`config.mk`:
```
export PLATFORM = sky130hd
export DESIGN_NAME = id_hazard_ctrl_flat
export DESIGN_NICKNAME = d
export VERILOG_FILES = /design/src/rtl/id_hazard_ctrl_if.sv /design/src/rtl/id_hazard_ctrl.sv /design/src/flat_wrapper.sv
export SDC_FILE = /design/constraint.sdc
export NUM_CORES = 1
export LEC_CHECK = 0
export ABC_AREA = 0
export CORE_ASPECT_RATIO = 0.75
export CORE_MARGIN = 2
export CORE_UTILIZATION = 63
export DETAILED_ROUTE_END_ITERATION = 16
export PLACE_DENSITY = 0.88
export SETUP_SLACK_MARGIN = 0.15
export SYNTH_ARGS = -nofsm -noshare
export SYNTH_HDL_FRONTEND = slang
export SYNTH_SLANG_ARGS = --single-unit
```
`constraint.sdc`:
```
create_clock -name clk -period 7.2 [get_ports clk]
set_input_delay 1.08 -clock clk [delete_from_list [all_inputs] [get_ports clk]]
set_output_delay 1.08 -clock clk [all_outputs]
set_load 0.02 [all_outputs]
```
`src/rtl/id_hazard_ctrl_if.sv`:
```
// Decode-stage issue/hazard bundle: decode and writeback inputs, stall/issue/flush outputs.
interface id_hazard_ctrl_if;
  logic        id_valid;
  logic [31:0] id_inst;
  logic        wb_valid;
  logic [4:0]  wb_rd;
  logic [6:0]  wb_opcode;
  logic        ex_redirect;
  logic        issue;
  logic        stall;
  logic        flush;
  logic [31:0] busy_mask;
  logic        sb_err;

  modport master (
    output id_valid, id_inst, wb_valid, wb_rd, wb_opcode, ex_redirect,
    input  issue, stall, flush, busy_mask, sb_err
  );

  modport slave (
    input  id_valid, id_inst, wb_valid, wb_rd, wb_opcode, ex_redirect,
    output issue, stall, flush, busy_mask, sb_err
  );
endinterface

```
`src/rtl/id_hazard_ctrl.sv`:
```
// Decode issue controller: per-register pending-write scoreboard, RAW/structural stall,
// and a fixed-length decode flush window after an execute-stage redirect.
module id_hazard_ctrl #(
  parameter int unsigned FLUSH_CYC = 2,
  parameter int unsigned CNT_W     = 2
) (
  input logic             clk,
  input logic             rst,
  id_hazard_ctrl_if.slave bus
);
  localparam int unsigned NREG = 32;
  localparam int unsigned FC_W = 3;
  localparam logic [CNT_W-1:0] CNT_MAX = '1;

  localparam logic [6:0] OP_OP     = 7'b0110011;
  localparam logic [6:0] OP_OP32   = 7'b0111011;
  localparam logic [6:0] OP_STORE  = 7'b0100011;
  localparam logic [6:0] OP_BRANCH = 7'b1100011;
  localparam logic [6:0] OP_IMM    = 7'b0010011;
  localparam logic [6:0] OP_IMM32  = 7'b0011011;
  localparam logic [6:0] OP_LOAD   = 7'b0000011;
  localparam logic [6:0] OP_JALR   = 7'b1100111;

  typedef enum logic {IDLE, FLUSH} state_e;

  state_e           state_q, state_d;
  logic [FC_W-1:0]  fcnt_q, fcnt_d;
  logic             flush_q, flush_d;
  logic             sb_err_q, sb_err_d;
  logic [CNT_W-1:0] cnt_q [NREG];
  logic [CNT_W-1:0] cnt_d [NREG];

  logic [6:0] op;
  logic [4:0] rd, rs1, rs2;
  logic       use_rs1, use_rs2;
  logic       id_wr, wb_wr;
  logic       haz_rs1, haz_rs2, hazard, structural, idle;
  logic       issue_c;
  logic [NREG-1:0] inc_vec, dec_vec;
  logic       unused_inst;

  function automatic logic is_writer(logic [6:0] opc, logic [4:0] dst);
    return (dst != 5'd0) && (opc != OP_STORE) && (opc != OP_BRANCH);
  endfunction

  assign op          = bus.id_inst[6:0];
  assign rd          = bus.id_inst[11:7];
  assign rs1         = bus.id_inst[19:15];
  assign rs2         = bus.id_inst[24:20];
  assign unused_inst = ^{bus.id_inst[31:25], bus.id_inst[14:12]};

  // Which source fields the opcode actually reads
  always_comb begin
    use_rs1 = 1'b0;
    use_rs2 = 1'b0;
    case (op)
      OP_OP, OP_OP32, OP_STORE, OP_BRANCH: begin
        use_rs1 = 1'b1;
        use_rs2 = 1'b1;
      end
      OP_IMM, OP_IMM32, OP_LOAD, OP_JALR: use_rs1 = 1'b1;
      default: ;
    endcase
  end

  assign id_wr = is_writer(op, rd);
  assign wb_wr = bus.wb_valid && is_writer(bus.wb_opcode, bus.wb_rd);

  // A last pending write retiring this cycle is forwarded by the register file
  assign haz_rs1 = use_rs1 && (rs1 != 5'd0) && (cnt_q[rs1] != '0) &&
                   !((cnt_q[rs1] == CNT_W'(1)) && wb_wr && (bus.wb_rd == rs1));
  assign haz_rs2 = use_rs2 && (rs2 != 5'd0) && (cnt_q[rs2] != '0) &&
                   !((cnt_q[rs2] == CNT_W'(1)) && wb_wr && (bus.wb_rd == rs2));

  assign hazard     = haz_rs1 || haz_rs2;
  assign structural = id_wr && (cnt_q[rd] == CNT_MAX);
  assign idle       = (state_q == IDLE);

  assign issue_c   = !rst && bus.id_valid && !hazard && !structural && !bus.ex_redirect && idle;
  assign bus.issue = issue_c;
  assign bus.stall = !rst && bus.id_valid && (hazard || structural) && idle && !bus.ex_redirect;
  assign bus.flush  = flush_q;
  assign bus.sb_err = sb_err_q;

  always_comb begin
    for (int i = 0; i < NREG; i++) begin
      bus.busy_mask[i] = (cnt_q[i] != '0);
    end
  end

  assign inc_vec = (issue_c && id_wr) ? (NREG'(1) << rd) : '0;
  assign dec_vec = wb_wr ? (NREG'(1) << bus.wb_rd) : '0;

  // Scoreboard next state; matching inc/dec cancel, decrement of zero is flagged
  always_comb begin
    sb_err_d = sb_err_q;
    for (int i = 0; i < NREG; i++) begin
      cnt_d[i] = cnt_q[i];
      if (inc_vec[i] && !dec_vec[i]) begin
        cnt_d[i] = cnt_q[i] + CNT_W'(1);
      end else if (dec_vec[i] && !inc_vec[i]) begin
        if (cnt_q[i] == '0) sb_err_d = 1'b1;
        else                cnt_d[i] = cnt_q[i] - CNT_W'(1);
      end
    end
  end

  // Flush window FSM
  always_comb begin
    state_d = state_q;
    fcnt_d  = fcnt_q;
    case (state_q)
      IDLE: begin
        if (bus.ex_redirect) begin
          state_d = FLUSH;
          fcnt_d  = FC_W'(FLUSH_CYC);
        end
      end
      FLUSH: begin
        if (bus.ex_redirect) begin
          fcnt_d = FC_W'(FLUSH_CYC);
        end else if (fcnt_q == FC_W'(1)) begin
          state_d = IDLE;
          fcnt_d  = '0;
        end else begin
          fcnt_d = fcnt_q - FC_W'(1);
        end
      end
      default: begin
        state_d = IDLE;
        fcnt_d  = '0;
      end
    endcase
    flush_d = (state_d == FLUSH);
  end

  always_ff @(posedge clk) begin
    if (rst) begin
      state_q  <= IDLE;
      fcnt_q   <= '0;
      flush_q  <= 1'b0;
      sb_err_q <= 1'b0;
      for (int i = 0; i < NREG; i++) cnt_q[i] <= '0;
    end else begin
      state_q  <= state_d;
      fcnt_q   <= fcnt_d;
      flush_q  <= flush_d;
      sb_err_q <= sb_err_d;
      for (int i = 0; i < NREG; i++) cnt_q[i] <= cnt_d[i];
    end
  end
endmodule

```
`src/flat_wrapper.sv`:
```
// flat-port wrapper written by rule: the top's interface ports become plain ports
module id_hazard_ctrl_flat 
#(
  parameter int unsigned FLUSH_CYC = 2,
  parameter int unsigned CNT_W     = 2
)
  (clk, rst, bus_id_valid, bus_id_inst, bus_wb_valid, bus_wb_rd, bus_wb_opcode, bus_ex_redirect, bus_issue, bus_stall, bus_flush, bus_busy_mask, bus_sb_err);
  id_hazard_ctrl_if bus_i ();
  input logic clk;
  input logic rst;
  input wire logic [$bits(bus_i.id_valid)-1:0] bus_id_valid;
  input wire logic [$bits(bus_i.id_inst)-1:0] bus_id_inst;
  input wire logic [$bits(bus_i.wb_valid)-1:0] bus_wb_valid;
  input wire logic [$bits(bus_i.wb_rd)-1:0] bus_wb_rd;
  input wire logic [$bits(bus_i.wb_opcode)-1:0] bus_wb_opcode;
  input wire logic [$bits(bus_i.ex_redirect)-1:0] bus_ex_redirect;
  output wire logic [$bits(bus_i.issue)-1:0] bus_issue;
  output wire logic [$bits(bus_i.stall)-1:0] bus_stall;
  output wire logic [$bits(bus_i.flush)-1:0] bus_flush;
  output wire logic [$bits(bus_i.busy_mask)-1:0] bus_busy_mask;
  output wire logic [$bits(bus_i.sb_err)-1:0] bus_sb_err;
  assign bus_i.id_valid = bus_id_valid;
  assign bus_i.id_inst = bus_id_inst;
  assign bus_i.wb_valid = bus_wb_valid;
  assign bus_i.wb_rd = bus_wb_rd;
  assign bus_i.wb_opcode = bus_wb_opcode;
  assign bus_i.ex_redirect = bus_ex_redirect;
  assign bus_issue = bus_i.issue;
  assign bus_stall = bus_i.stall;
  assign bus_flush = bus_i.flush;
  assign bus_busy_mask = bus_i.busy_mask;
  assign bus_sb_err = bus_i.sb_err;
  id_hazard_ctrl #(.FLUSH_CYC(FLUSH_CYC), .CNT_W(CNT_W)) u_core (.clk(clk), .rst(rst), .bus(bus_i));
endmodule
```
# After elaboration in Yosys (flattened, before gate mapping)
# Memory sizes are Yosys's and may differ from the RTL's.
# Index checks and enable logic that the tools add are counted.
dict set report totals {
  regBits 5
  ram_bits 64
  mem_count 1
}
# name words word_bits read_ports rd_ports_with_merged_regs wr line
set memory_table {}
lappend memory_table {u_core.cnt_q 32 2 35 0 32 id_hazard_ctrl.sv:30} ;# logic [CNT_W-1:0] cnt_q [NREG];
dict set report op_classes {
  n_addsub 65
  n_eq_ne 19
  n_shift 2
  n_mux 239
  bitwise_logic 33
  n_reduce_logical 233
}
# op count
set op_table {}
lappend op_table {{2-bit two-way mux} 128}
lappend op_table {{1-bit two-way mux} 104}
lappend op_table {{1-bit logical AND} 89}
lappend op_table {{1-bit zero test} 70}
lappend op_table {{2-bit nonzero test} 34}
lappend op_table {{2-bit by 1-bit adder with 2-bit output, second input constant} 32}
lappend op_table {{2-bit zero test} 32}
lappend op_table {{32-bit two-way mux} 2}
lappend op_table {{1-bit by 5-bit left shift with 32-bit output, first input constant} 2}
lappend op_table {{2-bit by 1-bit subtractor with 2-bit output, second input constant} 32}
lappend op_table {{1-bit bitwise OR} 32}
lappend op_table {{7-bit by 6-bit equality test with 1-bit output, second input constant} 3}
lappend op_table {{5-bit nonzero test} 4}
lappend op_table {{7-bit by 5-bit equality test with 1-bit output, second input constant} 2}
lappend op_table {{7-bit equality test, second input constant} 2}
lappend op_table {{7-bit by 6-bit inequality test with 1-bit output, second input constant} 2}
lappend op_table {{7-bit inequality test, second input constant} 2}
lappend op_table {{5-bit equality test} 2}
lappend op_table {{3-bit two-way mux} 3}
lappend op_table {{8-bit OR reduction} 1}
lappend op_table {{7-bit by 2-bit equality test with 1-bit output, second input constant} 1}
lappend op_table {{3-bit one-hot mux with 2 select lines} 1}
lappend op_table {{2-bit by 1-bit equality test with 1-bit output, second input constant} 2}
lappend op_table {{4-bit OR reduction} 1}
lappend op_table {{other kinds (7)} 8}

# Depth between registers and ports, before layout
# Gate-level depths: netlist (run 1).
dict set report depth {
  ltp_word 113
  depth_mapped 16
  ltp_nobuf 13
}

# Worst setup path before layout (run 1)
# OpenSTA, ideal clock, no wires.
dict set report synth_path {
  kind {input -> register}
  start {input port bus_id_inst[17]}
  end {register u_core.sb_err_q (netlist: u_core.bus.sb_err)}
  setup_time_ns 0.140
  arrival_ns 4.656
  setup_slack_ns 2.404
  stages 13
  n_path_buf 3
  cell_sequence {buf_2 buf_1 mux4_2 mux4_2 o311a_1 nor4_4 buf_2 nand3_1 ha_1 nor4b_1 or4_1 nor4_1 a41oi_1}
}
dict set report synth_via {
  elab_chain_len 111
}
# element line
set synth_rtl {}
lappend synth_rtl {{start: declaration} flat_wrapper.sv:12} ;# input wire logic [$bits(bus_i.id_inst)-1:0] bus_id_inst;
lappend synth_rtl {{memory 32 x 2 bit} --}
lappend synth_rtl {{2-bit by 1-bit equality test with 1-bit output} id_hazard_ctrl.sv:71} ;# !((cnt_q[rs1] == CNT_W'(1)) && wb_wr && (bus.wb_rd == rs1));
lappend synth_rtl {{1-bit logical AND (2 in series)} id_hazard_ctrl.sv:71}
lappend synth_rtl {{1-bit zero test} id_hazard_ctrl.sv:71}
lappend synth_rtl {{1-bit logical AND *} id_hazard_ctrl.sv:70} ;# assign haz_rs1 = use_rs1 && (rs1 != 5'd0) && (cnt_q[rs1] != '0) &&
lappend synth_rtl {{1-bit logical OR *} id_hazard_ctrl.sv:75} ;# assign hazard = haz_rs1 || haz_rs2;
lappend synth_rtl {{1-bit zero test *} id_hazard_ctrl.sv:79} ;# assign issue_c = !rst && bus.id_valid && !hazard && !structural && !bus.ex_redirect && idle;
lappend synth_rtl {{1-bit logical AND * (4 in series)} id_hazard_ctrl.sv:79}
lappend synth_rtl {{(+91 left out)} --}
lappend synth_rtl {{1-bit two-way mux} id_hazard_ctrl.sv:101} ;# end else if (dec_vec[i] && !inc_vec[i]) begin
lappend synth_rtl {{1-bit two-way mux} id_hazard_ctrl.sv:99} ;# if (inc_vec[i] && !dec_vec[i]) begin
lappend synth_rtl {{1-bit two-way mux} id_hazard_ctrl.sv:102} ;# if (cnt_q[i] == '0) sb_err_d = 1'b1;
lappend synth_rtl {{1-bit two-way mux} id_hazard_ctrl.sv:101}
lappend synth_rtl {{1-bit two-way mux} id_hazard_ctrl.sv:99}
lappend synth_rtl {{1-bit two-way mux} id_hazard_ctrl.sv:102}
lappend synth_rtl {{1-bit two-way mux} id_hazard_ctrl.sv:101}
lappend synth_rtl {{1-bit two-way mux *} id_hazard_ctrl.sv:99}
lappend synth_rtl {{end signal: assignment} id_hazard_ctrl.sv:148} ;# sb_err_q <= sb_err_d;
lappend synth_rtl {{end: declaration} id_hazard_ctrl.sv:29} ;# logic sb_err_q, sb_err_d;
# Mark *: on every way between the ends. The rest lies on a longest branch, timed or not.
# A chain may end at the register's enable or synchronous reset.

# Final worst setup path (run 1)
# Same ends and word-level chain as after synthesis.

==> results.sh, run 1 <==
export IMPL_num_rows=34
export IMPL_die_y_um=97.72
export IMPL_n_fill_cell=921
export IMPL_maxCapViolCount=0
export IMPL_path_cells="clkdlybuf4s50_1 > buf_4 > mux4_2 > mux4_2 > o41ai_1 > nand2_1 > o311a_1 > nor4_4 > buf_4 > nand3_1 > ha_1 > nor4b_1 > nor4_1 > nand4_1 > nor4_1 > a41oi_1"
export IMPL_clock_root_buffer="clkbuf_16"
export IMPL_seq_power_share_pct=39.5
export IMPL_endpoint_kind="flip-flop"
export IMPL_fmax_mhz=169.3
export IMPL_ys_ff_latch=69
export IMPL_num_vias=7694
export IMPL_cts_clk_slew_worst_paths_ps=60
export IMPL_tns_ps=0
export IMPL_numPortBuffers=73
export IMPL_cts_hold_buf=0
export IMPL_critical_path_max_fanout=35
export IMPL_slowest_delay_ps=870
export IMPL_ys_seq_area_share_pct=18.72
export IMPL_cpMaxStageDelayCell="clkdlybuf4s50_1"
export IMPL_clock_latency_ps=350
export IMPL_clkPwrFrac_pct=43.7
export IMPL_ant_nets=0
export IMPL_internal_power_mw=0.6847
export IMPL_dpl_cell_area_mm2=0.008033
export IMPL_worst_pin_slew_ps=1289
export IMPL_io_pins=85
export IMPL_gr_total_overflow=0
export IMPL_min_delay_start="u_core.fcnt_q[2]$_SDFFE_PP0P_"
export IMPL_ys_warn_count=0
export IMPL_drive_gt1_share_pct=9.872
export IMPL_finalCritPeriodShare_pct=82.05
export IMPL_skew_ps=7.573
export IMPL_timing_slew_headroom_pct=13.80
export IMPL_r2r_start="u_core.cnt_q[16][0]$_SDFFE_PP0P_"
export IMPL_power_leakage_nw=3.522
export IMPL_antenna_found_initial=0
export IMPL_yosysUniqueCellTypes=51
export IMPL_final_cells=1175
export IMPL_final_nets=1123
export IMPL_powerDensity_mw_per_mm2=117.8
export IMPL_highest_layer="met4"
export IMPL_setup_viol=0
export IMPL_reg2reg_depth=14
export IMPL_met2_length_mm=9.167
export IMPL_timing_rr_end="u_core.bus.sb_err$_SDFF_PP0_"
export IMPL_fp_dieW_um=129.0
export IMPL_drt_iter0_markers=1031
export IMPL_start_kind="input port"
export IMPL_start_util_pct=64.00
export IMPL_cts_sinks=69
export IMPL_wl_met3_mm=3.382
export IMPL_min_to="u_core.fcnt_q[2]$_SDFFE_PP0P_"
export IMPL_min_period_ps=5908
export IMPL_holdPathStages=2
export IMPL_synth_edf_count=0
export IMPL_placed_cells=1159
export IMPL_grt_pass1_wl_mm=35.39
export IMPL_area_growth_synth_to_final_pct=12.62
export IMPL_post_cts_buffers=0
export IMPL_drt_wl_total_mm=22.51
export IMPL_finalMaxSlewViolations=0
export IMPL_die_area_mm2=0.01260
export IMPL_diodes=0
export IMPL_syn_avg_cell_area_um2=7.349
export IMPL_critPathArrivalTime_ps=6100
export IMPL_cts_htree_levels=3
export IMPL_wl_per_cell_um=19.16
export IMPL_cts_tree="done"
export IMPL_dr_pass1_iters=7
export IMPL_wl_met1_mm=9.317
export IMPL_timing_hold_ws_ps=530.0
export IMPL_switching_share_pct=30.07
export IMPL_dpl_hpwl_mm=16.45
export IMPL_grt_max_degree=71
export IMPL_cts_resized=0
export IMPL_rsz0062_at_grt="false"
export IMPL_criticalPathCategory="input port to flip-flop"
export IMPL_place_gp_congestion=1.048
export IMPL_status="complete, no violations"
export IMPL_track_usage_pct=35.49
export IMPL_core_area_mm2=0.01153
export IMPL_fin_area_mm2=0.008309
export IMPL_grt_pass1_vias=6754
export IMPL_irDropWorstVdd_v=0.0001040
export IMPL_cts_buffers=9
export IMPL_min_path_type="flip-flop to flip-flop"
export IMPL_clock_path_buffers=2
export IMPL_viasPerCell=6.548
export IMPL_p_comb_share_pct=16.8
export IMPL_synth_cells=1004
export IMPL_synth_ff_type="dfxtp_1"
export IMPL_r2r_slack_ps=2650
export IMPL_hold_viol_final=0
export IMPL_async_flop_share_pct=0
export IMPL_critPathRequiredTime_ps=7390
export IMPL_power_switching_mw=0.2944
export IMPL_drcViolationCount=0
export IMPL_syn_area_mm2=0.007378
==> cells by family after synthesis <==
| family | count (synthesis) | synth area share [%] |
|---|---|---|
| AND/OR/NAND/NOR | 452 | 33.07 |
| AO/OA/AOI/OAI | 200 | 15.26 |
| buffers and inverters | 132 | 6.868 |
| multiplexers | 73 | 13.60 |
| flip-flops | 69 | 18.72 |
| adder cells (fa/ha/maj) | 66 | 11.19 |
| XOR/XNOR | 10 | 1.187 |
| other | 2 | 0.1018 |
==> Yosys cell counts (all sizes together), types with 3 or more instances <==
| library cell | n | share of area (%) |
|---|---|---|
| nand4 | 3 | 0.25 |
| or2 | 33 | 2.8 |
| nand2 | 109 | 5.5 |
| nand2b | 7 | 0.59 |
| nor4 | 11 | 1.1 |
| xor2 | 5 | 0.59 |
| nand3b | 4 | 0.41 |
| nor4b | 32 | 3.8 |
| nor2b | 55 | 4.7 |
| and2 | 5 | 0.42 |
| a311oi | 3 | 0.36 |
| mux2i | 35 | 4.7 |
| inv | 40 | 2.0 |
| buf | 13 | 0.81 |
| a211oi | 4 | 0.41 |
| mux4 | 20 | 6.1 |
| nor3b | 19 | 1.9 |
| and3 | 36 | 3.1 |
| clkbuf | 79 | 4.0 |
| a21oi | 74 | 5.0 |
| o211ai | 3 | 0.31 |
| a22oi | 16 | 1.6 |
| ha | 66 | 11 |
| nor2 | 70 | 3.6 |
| xnor2 | 5 | 0.59 |
| nor3 | 12 | 0.81 |
| mux2 | 18 | 2.7 |
| dfxtp | 69 | 19 |
| o21ai | 84 | 5.7 |
| nand3 | 49 | 3.3 |
==> layer usage <==
| metal | vias up | track usage (%) |
|---|---|---|
| met5 | - | 0 |
| met4 | 0 | 10.87 |
| met3 | 69 | 8.921 |
| met2 | 528 | 51.08 |
| met1 | 3551 | 52.13 |
| li1 | 3546 | - |
==> registers in the layout, summed over array words and instances (netlist names) <==
register / cells
u_core.cnt_q: 64
u_core.fcnt_q: 3
u_core.state_q: 1
u_core.bus.sb_err: 1
==> critical path, delay by kind of cell <==
family	cells	cell delay [ps]
AO/OA/AOI/OAI	3	360
adder cells (fa/ha/maj)	1	250
buffers and inverters	3	1560
multiplexers	2	960
AND/OR/NAND/NOR	7	1890
==> placed cells by master, fill, tap and decap left out, types with 3 or more instances in the layout <==
cell,synthesis,layout
nor3b_1,19,19
nor3_1,12,12
inv_1,40,40
xor2_1,5,5
o211ai_1,3,3
a21oi_1,74,74
nor2_1,70,70
nand4_1,3,3
conb_1,2,4
nand2_1,109,109
nand3_1,49,49
a22oi_1,16,16
o21ai_0,84,84
xnor2_1,5,5
clkdlybuf4s50_1,0,72
and3_1,36,36
ha_1,66,66
or2_2,33,33
dfxtp_1,69,69
nand3b_1,4,4
a211oi_1,4,4
clkinvlp_4,0,4
mux4_2,20,20
a311oi_1,3,3
mux2i_1,35,35
nor4_1,10,10
mux2_2,18,18
clkbuf_16,0,9
nor2b_1,55,55
nand2b_1,7,7
buf_4,0,10
and2_1,4,4
nor4b_1,32,32
==> worst max-delay path by stage <==
| stage | start | to | slack (ps) | depth (start not counted) |
|---|---|---|---|---|
| after floorplan | bus_id_inst[17] | u_core.bus.sb_err$_SDFF_PP0_ | 2400 | 13 |
| after global placement | bus_id_inst[17] | u_core.bus.sb_err$_SDFF_PP0_ | 1200 | 16 |
| after detailed placement | bus_id_inst[17] | u_core.bus.sb_err$_SDFF_PP0_ | 1190 | 16 |
| after CTS | bus_id_inst[17] | bus_issue | 1410 | 10 |
| after global routing | bus_id_inst[17] | bus_issue | 1180 | 10 |
| final | bus_id_inst[17] | u_core.bus.sb_err$_SDFF_PP0_ | 1290 | 16 |
==> cell type report <==
| cell class | instances | area (µm²) | share of cell area (%) |
|---|---|---|---|
| clock inverters | 6 | 47.55 | 0.5722 |
| flip-flops and latches | 69 | 1381 | 16.62 |
| multi-input cells | 805 | 5498 | 66.16 |
| clock buffers | 10 | 229.0 | 2.756 |
| inverters | 40 | 150.1 | 1.807 |
| well taps | 162 | 202.7 | 2.439 |
| repair buffers | 83 | 800.8 | 9.637 |
==> power by group through the flow <==
stage	combinational [mW]	clock [mW]	sequential (mW)
5_1_grt	0.174	0.443	0.387
3_3_place_gp	0.155	0	0.396
3_5_place_dp	0.156	0	0.396
2_1_floorplan	0.100	0	0.396
4_1_cts	0.157	0.432	0.387
6_report	0.164	0.427	0.387
==> per-stage QoR <==
step | worst slack (ps) | power (mW) | util, %
4_1_cts | 1414 | 0.9760 | 72.08
2_1_floorplan | 2404 | 0.4958 | -
5_1_grt | 1182 | 1.004 | 72.08
3_3_place_gp | 1195 | 0.5501 | 69.68
6_report | 1292 | 0.9791 | 72.08
3_5_place_dp | 1186 | 0.5514 | 69.68
(Power assumes the default switching activity.)
==> run 2, diff against run 1 <==
--- a/config.mk
+++ b/config.mk
@@ -8,9 +8,9 @@
 export ABC_AREA = 0
 export CORE_ASPECT_RATIO = 0.75
 export CORE_MARGIN = 2
-export CORE_UTILIZATION = 63
+export CORE_UTILIZATION = 58
 export DETAILED_ROUTE_END_ITERATION = 16
-export PLACE_DENSITY = 0.88
+export PLACE_DENSITY = 0.82
 export SETUP_SLACK_MARGIN = 0.15
 export SYNTH_ARGS = -nofsm -noshare
 export SYNTH_HDL_FRONTEND = slang
==> constraint.sdc (replaced) <==
create_clock -name clk -period 5.49 [get_ports clk]
set_input_delay 0.8235 -clock clk [delete_from_list [all_inputs] [get_ports clk]]
set_output_delay 0.8235 -clock clk [all_outputs]
set_load 0.02 [all_outputs]
==> results.sh, run 2 (synthesized netlist as in run 1, its figures left out) <==
export IMPL_rsz0062_at_grt="false"
export IMPL_largest_reg_flops=64
export IMPL_antenna_found_initial=0
export IMPL_layout_commonest_cell="nand2_1"
export IMPL_drive_gt1_share_pct=11.10
export IMPL_clock_path_buffers=2
export IMPL_cts_htree_levels=3
export IMPL_maxCapViolCount=0
export IMPL_ant_nets=0
export IMPL_clock_latency_ps=350
export IMPL_track_usage_pct=33.82
export IMPL_final_cell_mix="109 x nand2_1, 84 x o21ai_0, 74 x a21oi_1"
export IMPL_timing_rr_end="u_core.bus.sb_err$_SDFF_PP0_"
export IMPL_timing_slew_headroom_pct=32.98
export IMPL_criticalPathCategory="input port to primary output"
export IMPL_num_vias=7656
export IMPL_hold_viol_final=0
export IMPL_status="complete, no violations"
export IMPL_drt_wl_total_mm=22.86
export IMPL_grt_max_degree=71
export IMPL_reg2reg_depth=15
export IMPL_clock_root_buffer="clkbuf_16"
export IMPL_cts_hold_buf=0
export IMPL_min_path_type="flip-flop to flip-flop"
export IMPL_critical_path_max_fanout=7
export IMPL_finalMaxSlewViolations=0
export IMPL_top_regs="u_core.cnt_q (64), u_core.fcnt_q (3)"
export IMPL_multi_input_area_mm2=0.005498
export IMPL_fin_area_mm2=0.008468
export IMPL_dpl_cell_area_mm2=0.008168
export IMPL_io_pins=85
export IMPL_dr_pass1_iters=5
export IMPL_start_kind="input port"
export IMPL_num_rows=35
export IMPL_cts_sinks=69
export IMPL_gr_total_overflow=0
export IMPL_critPathArrivalTime_ps=4200
export IMPL_min_delay_start="u_core.fcnt_q[2]$_SDFFE_PP0P_"
export IMPL_worst_pin_slew_ps=1002
export IMPL_cts_resized=0
export IMPL_wl_per_cell_um=19.16
export IMPL_cts_buffers=9
export IMPL_powerDensity_mw_per_mm2=157.8
export IMPL_area_growth_synth_to_final_pct=14.77
export IMPL_seq_area_mm2=0.001381
export IMPL_drt_iter0_markers=938
export IMPL_core_area_mm2=0.01235
export IMPL_finalCritPeriodShare_pct=91.54
export IMPL_die_y_um=101.7
export IMPL_r2r_slack_ps=1250
export IMPL_final_nets=1137
export IMPL_tns_ps=0
export IMPL_post_cts_buffers=0
export IMPL_diodes=0
export IMPL_fmax_mhz=199.0
export IMPL_skew_ps=10.75
export IMPL_viasPerCell=6.417
export IMPL_critPathRequiredTime_ps=4670
export IMPL_r2r_start="u_core.cnt_q[16][0]$_SDFFE_PP0P_"
export IMPL_critPathLaunch="bus_id_inst[17]"
export IMPL_setup_worst_path_end="bus_issue"
export IMPL_start_util_pct=59.75
export IMPL_fp_dieW_um=134.2
export IMPL_grt_pass1_vias=6768
export IMPL_numPortBuffers=73
export IMPL_drcViolationCount=0
export IMPL_irDropWorstVdd_v=0.0001400
export IMPL_place_gp_congestion=1.008
export IMPL_cts_tree="done"
export IMPL_min_period_ps=5026
export IMPL_setup_viol=0
export IMPL_top_register="u_core.cnt_q"
export IMPL_cts_clk_slew_worst_paths_ps=60
export IMPL_power_leakage_nw=3.618
export IMPL_endpoint_kind="primary output"
export IMPL_n_fill_cell=1035
export IMPL_dpl_hpwl_mm=16.80
export IMPL_grt_pass1_wl_mm=35.96
export IMPL_die_area_mm2=0.01365
-- run 2: cell types whose count changed in the layout (fill, tap and decap cells not counted), sizes merged --
cell	change
buf	+14
bufinv	+1
clkinv	+2
clkinvlp	-2
inv	-1
-- run 2: area by class of cell --
class                   instances  area share [%]
inverters                      40           1.773
multi-input cells             805           64.92
flip-flops and latches         69           16.31
well taps                     166           2.453
repair buffers                 97           10.99
clock inverters                 6          0.8422
clock buffers                  10           2.704
-- run 2: worst max-delay path: stages --
cell             delay (ps)
clkdlybuf4s50_1         600
buf_4                   230
mux4_2                  490
mux4_2                  500
o41ai_1                  80
nand2_1                  90
o311a_1                 160
or3_1                   480
nor2_1                  140
clkdlybuf4s50_1         610
-- run 2: how the worst min path moves through the flow --
stage                     slack, ps                             to  cells past startpoint
after detailed placement        530  u_core.fcnt_q[2]$_SDFFE_PP0P_                      2
after floorplan                 500  u_core.fcnt_q[2]$_SDFFE_PP0P_                      2
after global placement          530  u_core.fcnt_q[2]$_SDFFE_PP0P_                      2
final                           540  u_core.fcnt_q[2]$_SDFFE_PP0P_                      2
after CTS                       540  u_core.fcnt_q[2]$_SDFFE_PP0P_                      2
after global routing            570  u_core.fcnt_q[2]$_SDFFE_PP0P_                      2
-- run 2: routing by layer --
| metal | wire [µm] | track usage, % |
|---|---|---|
| met1 | 9857 | 47.76 |
| met2 | 8697 | 46.94 |
| met3 | 3401 | 11.76 |
| met4 | 905 | 13.60 |
| met5 | 0 | 0 |
-- run 2: report_power, final --
group / switching (mW) / internal, mW
clock: 0.252 / 0.355
sequential: 0.00411 / 0.504
combinational: 0.129 / 0.0923
-- run 2: stage by stage --
step / total power, mW / setup WS, ps / hold slack, ps / instances / util (%)
global route: 1.376 / 298.8 / 570.8 / 1193 / 68.57
CTS: 1.334 / 468.0 / 539.3 / 1193 / 68.57
finish: 1.336 / 464.5 / 539.3 / 1193 / 68.57
global placement: 0.7294 / 248.8 / 530.9 / 1177 / 66.14
floorplan: 0.6502 / 950.7 / 498.9 / 1006 / -
detailed placement: 0.7314 / 228.3 / 525.5 / 1177 / 66.14
